$ cat src/rtl/bit_err_counter.sv
// bit_err_counter: counts mismatching bits over FRAME_LEN valid bits and reports a saturating per-frame count.
// Optional sticky threshold alarm (alarm_o, ALARM_THR) is enabled by defining ERR_ALARM_EN.
module bit_err_counter #(
    parameter int FRAME_LEN = 64,
    parameter int CNT_W     = 8
`ifdef ERR_ALARM_EN
    ,
    parameter int ALARM_THR = 4
`endif
) (
    input  logic             clk_i,
    input  logic             rst_ni,
    input  logic             start_i,
    input  logic             valid_i,
    input  logic             err_i,
    output logic             busy_o,
    output logic             done_o,
    output logic [CNT_W-1:0] err_cnt_o,
    output logic             sat_o
`ifdef ERR_ALARM_EN
    ,
    output logic             alarm_o
`endif
);
    localparam int BW = $clog2(FRAME_LEN + 1);
    typedef enum logic [1:0] {IDLE, RUN, DONE} state_e;
    state_e           state_q, state_d;
    logic [BW-1:0]    bit_q, bit_d;
    logic [CNT_W-1:0] cnt_q, cnt_d, cnt_nx, err_cnt_q, err_cnt_d;
    logic             lsat_q, lsat_d, lsat_nx, sat_q, sat_d, last;
`ifdef ERR_ALARM_EN
    logic             alarm_q, alarm_d;
    assign alarm_o = alarm_q;
`endif
    assign busy_o    = state_q == RUN;
    assign done_o    = state_q == DONE;
    assign err_cnt_o = err_cnt_q;
    assign sat_o     = sat_q;
    // Final count of the bit being accepted this cycle, including its own err_i.
    assign cnt_nx  = (err_i && cnt_q != '1) ? cnt_q + 1'b1 : cnt_q;
    assign lsat_nx = lsat_q | (err_i & (cnt_q == '1));
    assign last    = bit_q == BW'(FRAME_LEN - 1);
    always_comb begin
        state_d   = state_q;
        bit_d     = bit_q;
        cnt_d     = cnt_q;
        lsat_d    = lsat_q;
        err_cnt_d = err_cnt_q;
        sat_d     = sat_q;
`ifdef ERR_ALARM_EN
        alarm_d   = alarm_q;
`endif
        if (start_i) begin
            state_d = RUN;
            bit_d   = '0;
            cnt_d   = '0;
            lsat_d  = 1'b0;
`ifdef ERR_ALARM_EN
            alarm_d = (state_q == RUN) ? alarm_q : 1'b0;
`endif
        end else if (state_q == DONE) begin
            state_d = IDLE;
        end else if (state_q == RUN && valid_i) begin
            bit_d  = bit_q + 1'b1;
            cnt_d  = cnt_nx;
            lsat_d = lsat_nx;
            if (last) begin
                state_d   = DONE;
                err_cnt_d = cnt_nx;
                sat_d     = lsat_nx;
`ifdef ERR_ALARM_EN
                alarm_d   = alarm_q | (int'(cnt_nx) >= ALARM_THR);
`endif
            end
        end
    end
    always_ff @(posedge clk_i or negedge rst_ni) begin
        if (!rst_ni) begin
            state_q   <= IDLE;
            bit_q     <= '0;
            cnt_q     <= '0;
            lsat_q    <= 1'b0;
            err_cnt_q <= '0;
            sat_q     <= 1'b0;
`ifdef ERR_ALARM_EN
            alarm_q   <= 1'b0;
`endif
        end else begin
            state_q   <= state_d;
            bit_q     <= bit_d;
            cnt_q     <= cnt_d;
            lsat_q    <= lsat_d;
            err_cnt_q <= err_cnt_d;
            sat_q     <= sat_d;
`ifdef ERR_ALARM_EN
            alarm_q   <= alarm_d;
`endif
        end
    end
endmodule

$ cat config.mk
export PLATFORM = sky130hd
export DESIGN_NAME = bit_err_counter
export DESIGN_NICKNAME = d
export VERILOG_FILES = /design/src/rtl/bit_err_counter.sv
export SDC_FILE = /design/constraint.sdc
export NUM_CORES = 1
export LEC_CHECK = 0
export CELL_PAD_IN_SITES_DETAIL_PLACEMENT = 1
export CELL_PAD_IN_SITES_GLOBAL_PLACEMENT = 1
export CORE_UTILIZATION = 42
export CTS_CLUSTER_DIAMETER = 50
export DETAILED_ROUTE_END_ITERATION = 10
export GPL_TIMING_DRIVEN = 0
export PLACE_DENSITY_LB_ADDON = 0.1
export SETUP_SLACK_MARGIN = 0.15
export SYNTH_ARGS = -nofsm -noshare
export SYNTH_HDL_FRONTEND = slang
export SYNTH_SLANG_ARGS = --single-unit
$ cat constraint.sdc
create_clock -name clk_i -period 2.2 [get_ports clk_i]
set_input_delay 0.22 -clock clk_i [delete_from_list [all_inputs] [get_ports clk_i]]
set_output_delay 0.22 -clock clk_i [all_outputs]
set_load 0.005 [all_outputs]
# After elaboration in Yosys (flattened, before gate mapping)
# Cells that the tools add are included.
[word_totals]
reg_bits = 27
inputBits = 5
output_inout_bits = 11
wordCells = 40
[op_classes]
n_addsub = 2
n_eq_ne = 6
n_mux = 14
n_bitwise = 4
reduce_logical = 8
[op_table]
columns = ["cell", "count"]
rows = [
  ["8-bit 2-to-1 mux", 4],
  ["7-bit 2-to-1 mux", 3],
  ["8-bit by 1-bit adder with 8-bit output, second input constant", 1],
  ["8-bit equality test, second input constant", 1],
  ["2-bit 2-to-1 mux", 4],
  ["8-bit inequality test, second input constant", 1],
  ["7-bit by 1-bit adder with 7-bit output, second input constant", 1],
  ["7-bit by 6-bit equality test with 1-bit output, second input constant", 1],
  ["3-bit nonzero test", 2],
  ["2-bit AND reduction", 2],
  ["4-bit AND reduction", 1],
  ["1-bit 2-to-1 mux", 3],
  ["2-bit by 1-bit equality test with 1-bit output, second input constant", 1],
  ["2-bit equality test, second input constant", 1],
  ["1-bit logical AND", 2],
  ["2-bit inequality test, second input constant", 1],
  ["1-bit inverter", 2],
  ["2-bit nonzero test", 1],
  ["1-bit AND", 1],
  ["1-bit OR", 1],
]

# Longest topological paths before layout
[logic_depth]
word_depth = 6
ltp_mapped = 7
mapped_depth_nobuf = 5

# Least setup slack after synthesis
# Ideal clock, no wire load.
[synth_timing]
kind = "reg-to-reg"
start = "register bit_q[0]"
end = "register err_cnt_q[0], in the netlist err_cnt_o[0]"
setup_ps = 125
arrival_ps = 1766
t_required_ps = 2075
setup_slack_ps = 309
path_stages_with_launch = 6
n_path_buf = 0
period_less_slack_ps = 1891
path_cell_list = "dfrtp_1 > ha_1 > nand3_1 > or4_4 > or3_4 > mux2_4"
[synth_via]
elab_chain_len = 2
[synth_lines]
columns = ["item", "line_no", "source"]
rows = [
  ["start: declaration", "28", "logic [BW-1:0] bit_q, bit_d;"],
  ["start signal: assignment", "90", "bit_q <= bit_d;"],
  ["7-bit by 6-bit equality test with 1-bit output", "42", "assign last = bit_q == BW'(FRAME_LEN - 1);"],
  ["4-bit AND reduction (no line)", "--", ""],
  ["end signal: assignment", "93", "err_cnt_q <= err_cnt_d;"],
  ["end: declaration", "29", "logic [CNT_W-1:0] cnt_q, cnt_d, cnt_nx, err_cnt_q, err_cnt_d;"],
]
# Every way passes these cells.
# A chain may end at the register's enable or synchronous reset.

# Final worst setup path
[layout_timing]
start = "register state_q[1]"
end = "register err_cnt_q[0], in the netlist err_cnt_o[0]"
[layout_via]
elab_chain_len = 3
word_cells_on_any_way = 5
cone_classes = "eq/ne (2); bitwise (1); reduce/logical (2)"
[layout_lines]
columns = ["item", "line_no", "source"]
rows = [
  ["start: declaration", "27", "state_e state_q, state_d;"],
  ["start signal: assignment", "89", "state_q <= state_d;"],
  ["2-bit by 1-bit equality test with 1-bit output / 2-bit equality test (equally long branches)", "63, 61", ""],
  ["1-bit logical AND / 1-bit inverter (equally long branches)", "--", ""],
  ["4-bit AND reduction (no line) *", "--", ""],
]
# Every way passes the cells marked *; elsewhere a longest branch is shown, timed or not.

==> results.yml <==
sta:
  skew_ns: 0.006038
  max_slew_margin: 0.5743
  tns_ns: 0
  fin_ws_ns: 0.2283
  tightestPinTransition_ns: 0.6385
  period_minus_slack_ns: 1.972
  slew_viol_final: 0
  holdWs_ns: 0.4391
  hold_viol_final: 0
  max_freq_mhz: 507.2
  rsz0062_at_grt: "no"
  setup_viol: 0
  timing.final.crit_share: 0.8962
clock_network:
  path_clk_slew_ns: 0.15
  cts_tree: "built"
  clk_latency_ns: 0.32
  root_buffer: "clkbuf_4"
  clock_tree.buffer_depth: 2
  cts_htree_levels: 1
  numClockSinks: 27
  cts_buffers: 3
worst_setup_path:
  crit_path_end: "err_cnt_o[0]"
  r2r_end: "err_cnt_o[0]"
  cp-start-kind: "register"
  cp_cell_sequence: "nand3b_4 -> or4_4 -> or3_4 -> mux2_4"
  path_max_fanout: 6
  crit_type: "reg2reg"
  cp_slowest_stage_delay_ns: 0.55
  worst_setup_path_end_kind: "register"
  reg2reg_from: "state_q[1]"
  cp.arrival_ns: 2.20
  rrSetupSlack_ns: 0.23
  reg2reg_depth: 4
  critPathTopFamily: "simple AND/OR/NAND/NOR gates"
  crit_required_ns: 2.43
  cp_slowest_cell: "or4_4"
  cp-startpoint: "state_q[1]"
  path_buf_inv: 0
  crit_cells: 4
route:
  wl_um: 3250
  post_drt_wl_per_cell_um: 15.40
  ant_nets: 0
  drc: 0
  first_pass_iters: 4
  vias: 1139
  drt_iter0_drc: 15
  drt-vias-per-instance: 5.398
min_path:
  hp-class: "in2async"
power:
  ir_drop_mv: 0.2366
  clock_power_share: 0.274
  pwr-share-comb: 0.081
  power_density_nw_per_um2: 482.3
  switching_share: 0.2426
  sequentialPowerShare: 0.645
  power_leakage_nw: 0.6753
  switchingPower_mw: 0.1916
  intPower_mw: 0.5982
die:
  rows: 20
  io_pins: 16
  core_area_um2: 3103
  die-area_um2: 3547
  die_w_um: 59.56
  dieHeight_um: 59.56
  start_util: 0.4484
finish:
  seq_area_um2: 675.6
  area_growth_syn_to_layout_pct: 17.72
  multi_input_area_um2: 686.9
  fin_util: 0.5278
  mostFrequentLayoutCells: "dfrtp_1 (27), nand2_1 (17), nor2_1 (15)"
  drive_above_1_share: 0.07186
  layout_commonest_cell: "dfrtp_1"
  fin_nets: 175
  diodes: 0
  fill_cells: 400
logic_synthesis:
  synth_area_um2: 1391
  synthFlopType: "dfrtp_1"
  syn_nets: 153
  synthArstFlopShare: 1.000
  ys_seq_area_frac: 0.4856
  synth_seq_cells: 27
  ys_warn_count: 0
  ys_types: 39
  synth_edf_count: 0
  synthCells: 146
  synth_area_per_cell_um2: 9.530
global_route:
  grt_use_total: 0.2015
  grt_pass1_vias: 1105
  grt_first_pass_wirelength_um: 5230
  grt_antenna_before_repair: 0
  grt_start_max_net_pins: 28
  grt.overflow.total: 0
placed_design:
  post-dp-hpwl_um: 2415
  place_ws_ns: -0.05904
  io_buffers: 15
  gp_congestion: 0.7261
flow_run:
  maxCapViolations: 0
outcome:
  outcome: "completed"
[per-stage QoR]
| step | instance area, µm² | power, mW | cells |
|---|---|---|---|
| after floorplan | 1391 | 0.5473 | 146 |
| after global routing | 1638 | 0.8337 | 211 |
| after CTS | 1630 | 0.8003 | 210 |
| after detailed placement | 1597 | 0.5797 | 205 |
| after global placement | 1597 | 0.5744 | 205 |
| final | 1638 | 0.7898 | 211 |
[power by group through the flow]
stage | registers [mW] | logic (mW) | clock network, mW
floorplan | 0.517 | 0.0301 | 0
global placement | 0.518 | 0.0562 | 0
detailed placement | 0.519 | 0.0606 | 0
CTS | 0.509 | 0.0646 | 0.227
global route | 0.510 | 0.0713 | 0.252
finish | 0.509 | 0.0639 | 0.217
[repair_timing]
| item | in CTS | in global routing |
|---|---|---|
| endpoints found under the hold margin | 0 | 27 |
| setup buffers | 1 | 0 |
| gates resized for setup | 0 | 1 |
| hold buffers | 0 | 1 |
| endpoints found under the setup margin | 1 | 1 |
| pin swaps | 0 | 2 |
[registers in the layout (all words and copies together) (netlist names)]
register   flops
cnt_q          8
err_cnt_o      8
bit_q          7
state_q        2
lsat_q         1
sat_o          1
[how the worst min path moves through the flow]
| stage | startpoint | to | slack [ns] | cells after the start |
|---|---|---|---|---|
| 2_1_floorplan | rst_ni | bit_q[0] | -0.08 | 0 |
| 3_3_place_gp | err_cnt_o[4] | err_cnt_o[4] | 0.46 | 1 |
| 3_5_place_dp | err_cnt_o[4] | err_cnt_o[4] | 0.47 | 1 |
| 4_1_cts | err_cnt_o[4] | err_cnt_o[4] | 0.51 | 1 |
| 5_1_grt | rst_ni | err_cnt_o[2] | 0.46 | 2 |
| 6_report | rst_ni | err_cnt_o[1] | 0.44 | 2 |
[Yosys cell counts, types with 3 or more instances]
| cell type | instances | area share |
|---|---|---|
| a21oi_1 | 9 | 0.032 |
| and3_1 | 3 | 0.013 |
| clkbuf_1 | 6 | 0.016 |
| dfrtp_1 | 27 | 0.49 |
| mux2i_1 | 5 | 0.036 |
| nand2_1 | 17 | 0.046 |
| nand3_1 | 3 | 0.011 |
| nand4_1 | 6 | 0.027 |
| nor2_1 | 15 | 0.040 |
| nor3_1 | 3 | 0.011 |
| o21ai_0 | 6 | 0.022 |
| o21ai_1 | 8 | 0.029 |
| xor2_1 | 4 | 0.025 |
[cells by family (layout without fill, tap and decap cells)]
kind of cell               count (synthesis)  count (layout)  synth area share
xor gates and xnor gates                   6               6           0.03777
DFF                                       27              27            0.4856
AOI/OAI and AO/OA                         34              34            0.1403
adders and majority gates                  2               2           0.01798
buffers and inverters                      8              29           0.02247
muxes                                      6               6           0.04676
and+or+nand+nor                           63              63            0.2491
[layout make-up]
cell class                 instances  area share
sequential                        27      0.4125
multi-input combinational        111      0.4194
buffer                             7     0.01681
timing repair buffer              17     0.09931
tap                               44     0.03361
inverter                           1    0.002292
clock buffer                       4     0.01604
[metal layers]
layer,part of all wire,vias to the layer above,wire length (µm),track usage
met1,0.46,553,1496,0.2500
met3,0.020,4,64,0.02620
met5,0,-,0,0
met2,0.51,17,1655,0.3628
met4,0.010,0,34,0.05980
li1,-,565,-,-
Power figures use the tool's default switching activity.
==> patch 1: new RTL, same settings <==
The option `ERR_ALARM_EN` is turned on by a define.
--- a/src/rtl/bit_err_counter.sv
+++ b/src/rtl/bit_err_counter.sv
@@ -1,4 +1,6 @@
 // bit_err_counter: counts mismatching bits over FRAME_LEN valid bits and reports a saturating per-frame count.
 // Optional sticky threshold alarm (alarm_o, ALARM_THR) is enabled by defining ERR_ALARM_EN.
+`define ERR_ALARM_EN
+
 module bit_err_counter #(
     parameter int FRAME_LEN = 64,
Formal check against the unedited RTL (old outputs only; new: alarm_o): equivalent (equiv_simple and equiv_induct, registers matched by name and starting in step).
==> patch 1 against the original RTL <==
Fmax down 1.9%; design area increased by 8.9%; critical endpoint is now err_cnt_o[1]; sequential cell count grew 1; area after synthesis grew 8.5%; power grew 18%; routed wire length increased by 6.4%; worst setup slack worse by 39 ps; count of clock-buffer cells in the layout fell by 1; final cell count rose by 5.2%.
==> patch 1: results (changes against the original RTL) <==
GRT
  – Number of global-route vias before repair: 1,226 (+11%)
  – Gr usage total: 0.208 (+0.00653)
  – First-pass GRT wire length: 5.75 mm (+10%)
  – Pin count of the biggest net entering global routing: 29 (+3.6%)

Setup path
  – CP max stage delay: 450 ps (-100 ps)
  – Delay-heaviest family, CP: multiplexers
  – Worst-case reg-to-reg path depth: 5 (+1)
  – Reg-to-reg slack, setup: 190 ps (-40 ps)
  – Crit-path slowest cell: dfrtp_1
  – Crit. Startpoint: cnt_q[0]
  – Worst Path Arrival: 2260 ps (+60 ps)
  – Worst setup path end: err_cnt_o[1]

Yosys
  – Synth Area in XOR/XNOR: 0.0522 (+0.0144)
  – Synth top area cells: dfrtp_1 46%, mux2_2 4.5%, o21ai_0 4.0%
  – Synthesized Nets: 162 (+5.9%)
  – Seq/Total Area, Yosys: 0.464 (-0.0217)
  – Post-synthesis mux area share: 0.0580 (+0.0112)
  – Post-synthesis adder-cell area fraction: 0.0166 (-0.00142)
  – Synth cell count leaders: 28 x dfrtp_1, 13 x nor2_1, 12 x nand2_1, 12 x o21ai_0, 8 x a21oi_1

Power
  – Comb power: 59.2 uW (-7.4%)
  – Max VDD drop: 319 uV (+35%)
  – Clk power: 348 uW (+60%)

Final layout
  – Fin nets: 184 (+5.1%)

Routing
  – Routed wire per std cell: 15.6 um (+1.2%)
  – 1st-iter DRT viols: 36 (+21)
  – Vias per cell: 5.59 (+3.5%)

Placed design
  – Gpl congestion: 0.826 (+14%)
  – Dpl ws: 76.9 ps (+136 ps)
  – Cell Area, Placed: 1720 sq um (+7.6%)

CTS
  – Clk_lat worst skew: 340 ps (+20 ps)

Timing
  – Final clock skew: 4.83 ps (-1.20 ps)
  – Least-Margin Pin Slew: 622 ps (-16.2 ps)

Status
  – Status: completed
-- patch 1: changes by cell type after synthesis, sizes merged, moves of 3 or more --
| cell | change |
|---|---|
| o211ai | +3 |
| buf | +4 |
| o31ai | +3 |
| mux2 | +5 |
| mux2i | -3 |
| nand2 | -5 |
| nand3 | +3 |
-- patch 1: through the flow --
stage / std cells / utilization
6_report: 222 / 0.526
3_3_place_gp: 216 / 0.507
3_5_place_dp: 216 / 0.507
4_1_cts: 220 / 0.522
2_1_floorplan: 155 / -
5_1_grt: 222 / 0.526
-- patch 1: what timing repair did --
action | 4_1_cts | 5_1_grt
resized for setup | 0 | 1
buffers inserted | 0 | 1
endpoints found under the setup margin | 0 | 3
endpoints found under the hold margin | 0 | 28
hold buffers | 0 | 1
-- patch 1: how the worst min path moves through the flow --
stage | start | end | slack (ps) | depth (start not counted)
floorplan | rst_ni | alarm_o | -80 | 0
global placement | lsat_q | lsat_q | 480 | 2
detailed placement | lsat_q | lsat_q | 500 | 2
CTS | start_i | err_cnt_o[4] | 390 | 3
global route | start_i | err_cnt_o[4] | 400 | 3
finish | rst_ni | err_cnt_o[7] | 400 | 2
-- patch 1: routing by layer --
layer  wire length (um)  up-vias  global-route usage
li1                   -      604                   -
met1               1670      613               0.281
met2               1660       17               0.336
met3                 60        6              0.0248
met4                 72        0              0.0889
met5                  0        -                   0
-- patch 1: area by class of cell --
| cell class | count | area (sq um) | area share |
|---|---|---|---|
| buffer | 11 | 53.8 | 0.0302 |
| timing repair buffer | 17 | 163 | 0.0912 |
| inverter | 3 | 11.3 | 0.00632 |
| clock buffer | 3 | 22.5 | 0.0126 |
| tap | 46 | 57.6 | 0.0323 |
| multi-input combinational | 113 | 744 | 0.418 |
| sequential | 28 | 701 | 0.393 |
| clock inverter | 1 | 30.0 | 0.0168 |
==> patch 2: new RTL, same flow settings <==
Without the edit above. Put a register stage on the outputs `busy_o` and `done_o`, cleared by the reset. The values now appear one clock later. The other outputs are not delayed to match.
--- a/src/rtl/bit_err_counter.sv
+++ b/src/rtl/bit_err_counter.sv
@@ -33,6 +33,13 @@
     assign alarm_o = alarm_q;
 `endif
-    assign busy_o    = state_q == RUN;
-    assign done_o    = state_q == DONE;
+    always_ff @(posedge clk_i or negedge rst_ni) begin
+        if (!rst_ni) begin
+            busy_o <= '0;
+            done_o <= '0;
+        end else begin
+            busy_o <= state_q == RUN;
+            done_o <= state_q == DONE;
+        end
+    end
     assign err_cnt_o = err_cnt_q;
     assign sat_o     = sat_q;
Function: changed (Yosys sat finds a counterexample within 4 cycles, from zero or initial values and one cycle with rst_ni low).
==> patch 2 against the original RTL <==
Design area rose by 11%; die area rose by 5.6%; non-clock buffer count rose by 6; power rose by 16%; via count rose by 0.26%; worst setup slack got worse by 58 ps; sequential cell count rose by 2; count of clock-buffer cells in the layout rose by 2; routed wire length rose by 3.2%; hold slack got worse by 170 ps; synthesized cell count fell by 4.8%; fmax fell by 2.8%; area after synthesis rose by 5.8%; sequential share of layout area fell by 1.3 points; largest cell class unchanged.
==> patch 2: results (changes against the original RTL) <==
Routing
  – M1 WL: 1.59 mm (+6.3%)
  – 1st-iter DRT viols: 20 (+5)
  – Drt total wl: 3.35 mm (+3.2%)
  – DR WL met3: 106 um (+66%)
  – Met2 WL: 1.60 mm (-3.4%)
  – Vias per cell: 5.26 (-2.5%)

CTS
  – Post CTS Setup Buffer Count: 7 (+6)
  – H-tree depth: 2 (+1)
  – Inserted Clock Buffers: 5 (+2)
  – Reg clk slew, reported paths: 100 ps (-50 ps)
  – Post_cts resized: 2 (+2)

Yosys
  – Post-synthesis adder-cell area fraction: 0.0170 (-0.000979)
  – Synth cell count leaders: 29 x dfrtp_1, 16 x nor2_1, 11 x nand2_1
  – Synthesized Nets: 146 (-4.6%)
  – Post-synthesis mux area share: 0.138 (+0.0910)
  – Compound-Gate Fraction of Synth Area: 0.0978 (-0.0425)
  – Synth Area in XOR/XNOR: 0.0417 (+0.00390)
  – Synth top area cells: dfrtp_1 49%, mux2i_1 6.1%, mux2_4 6.1%
  – Seq/Total Area, Yosys: 0.493 (+0.00759)
  – Netlist cell types: 32 (-18%)
  – Warnings from Yosys: 0 (unchanged)

Final layout
  – Comb_multi_in: 101 (-9.0%)
  – Multi-input combinational area share: 0.400 (-0.0193)
  – Seq cells: 29 (+7.4%)
  – Fin nets: 177 (+1.1%)
  – Register Area: 726 sq um (+7.4%)
  – Signal buffers: 30 (+25%)
  – Clock-cell share of area: 0.0282 (+0.0122)
  – Non-clock buffering overhead: 0.134 (+0.0182)
  – # fillers: 382 (-4.5%)
  – Share of layout cells above drive strength 1: 0.193 (+0.121)
  – Clk_buf instances: 6 (+2)
  – Non-CTS inverters: 3 (+2)

Setup path
  – Max FO, Critical Path: 8 (+2)
  – Worst Path Arrival: 2250 ps (+50 ps)
  – CP max stage delay: 520 ps (-30 ps)

GRT
  – Met3 Resource Use GR: 0.0567 (+0.0305)
  – Number of global-route vias before repair: 1,121 (+1.4%)
  – Gr usage total: 0.205 (+0.00350)
  – Met1 global-route usage: 0.274 (+0.0243)
  – Pin count of the biggest net entering global routing: 30 (+7.1%)
  – First-pass GRT wire length: 5.38 mm (+2.9%)
  – GRT met2 Usage: 0.317 (-0.0460)

Power
  – Leak: 0.000808 uW (+20%)
  – Max VDD drop: 256 uV (+8.4%)

Min path
  – Min-Delay Path Class: in -> reg

Placed design
  – Gpl congestion: 0.789 (+8.7%)
  – Hpwl dp: 2.31 mm (-4.4%)
  – Dpl ws: -146 ps (-87.3 ps)
  – Number of port buffers: 13 (-2)
  – Cell Area, Placed: 1660 sq um (+3.9%)

Timing
  – Final clock skew: 13.2 ps (+7.16 ps)
  – Least-Margin Pin Slew: 637 ps (-1.88 ps)

Status
  – Status: completed
-- patch 2: changes by cell type after synthesis, sizes merged, moves of 3 or more --
cell / delta
o21ai: -8
mux2i: +4
and3: -3
nand2: -6
mux2: +7
-- patch 2: power breakdown --
| part | switching, uW | total, uW | internal, uW |
|---|---|---|---|
| sequential | 7.95 | 547 | 539 |
| combinational | 38.2 | 66.2 | 28.0 |
| clock | 184 | 306 | 121 |
| total | 231 | 918 | 688 |
-- patch 2: final timing paths --
kind,from,endpoint,slack [ps],depth (start not counted)
worst max register to register,state_q[1],err_cnt_o[1],170,5
min in group asynchronous,rst_ni,busy_o,440,2
worst min-delay path,start_i,bit_q[5],270,2
max in group asynchronous,rst_ni,cnt_q[1],1330,2
worst max-delay path,state_q[1],err_cnt_o[1],170,5
worst min register to register,lsat_q,lsat_q,520,2
-- patch 2: stage by stage --
stage	hold slack [ps]	instances
2_1_floorplan	-75.6	139
3_3_place_gp	480	198
3_5_place_dp	492	198
4_1_cts	267	213
5_1_grt	330	217
6_report	269	217
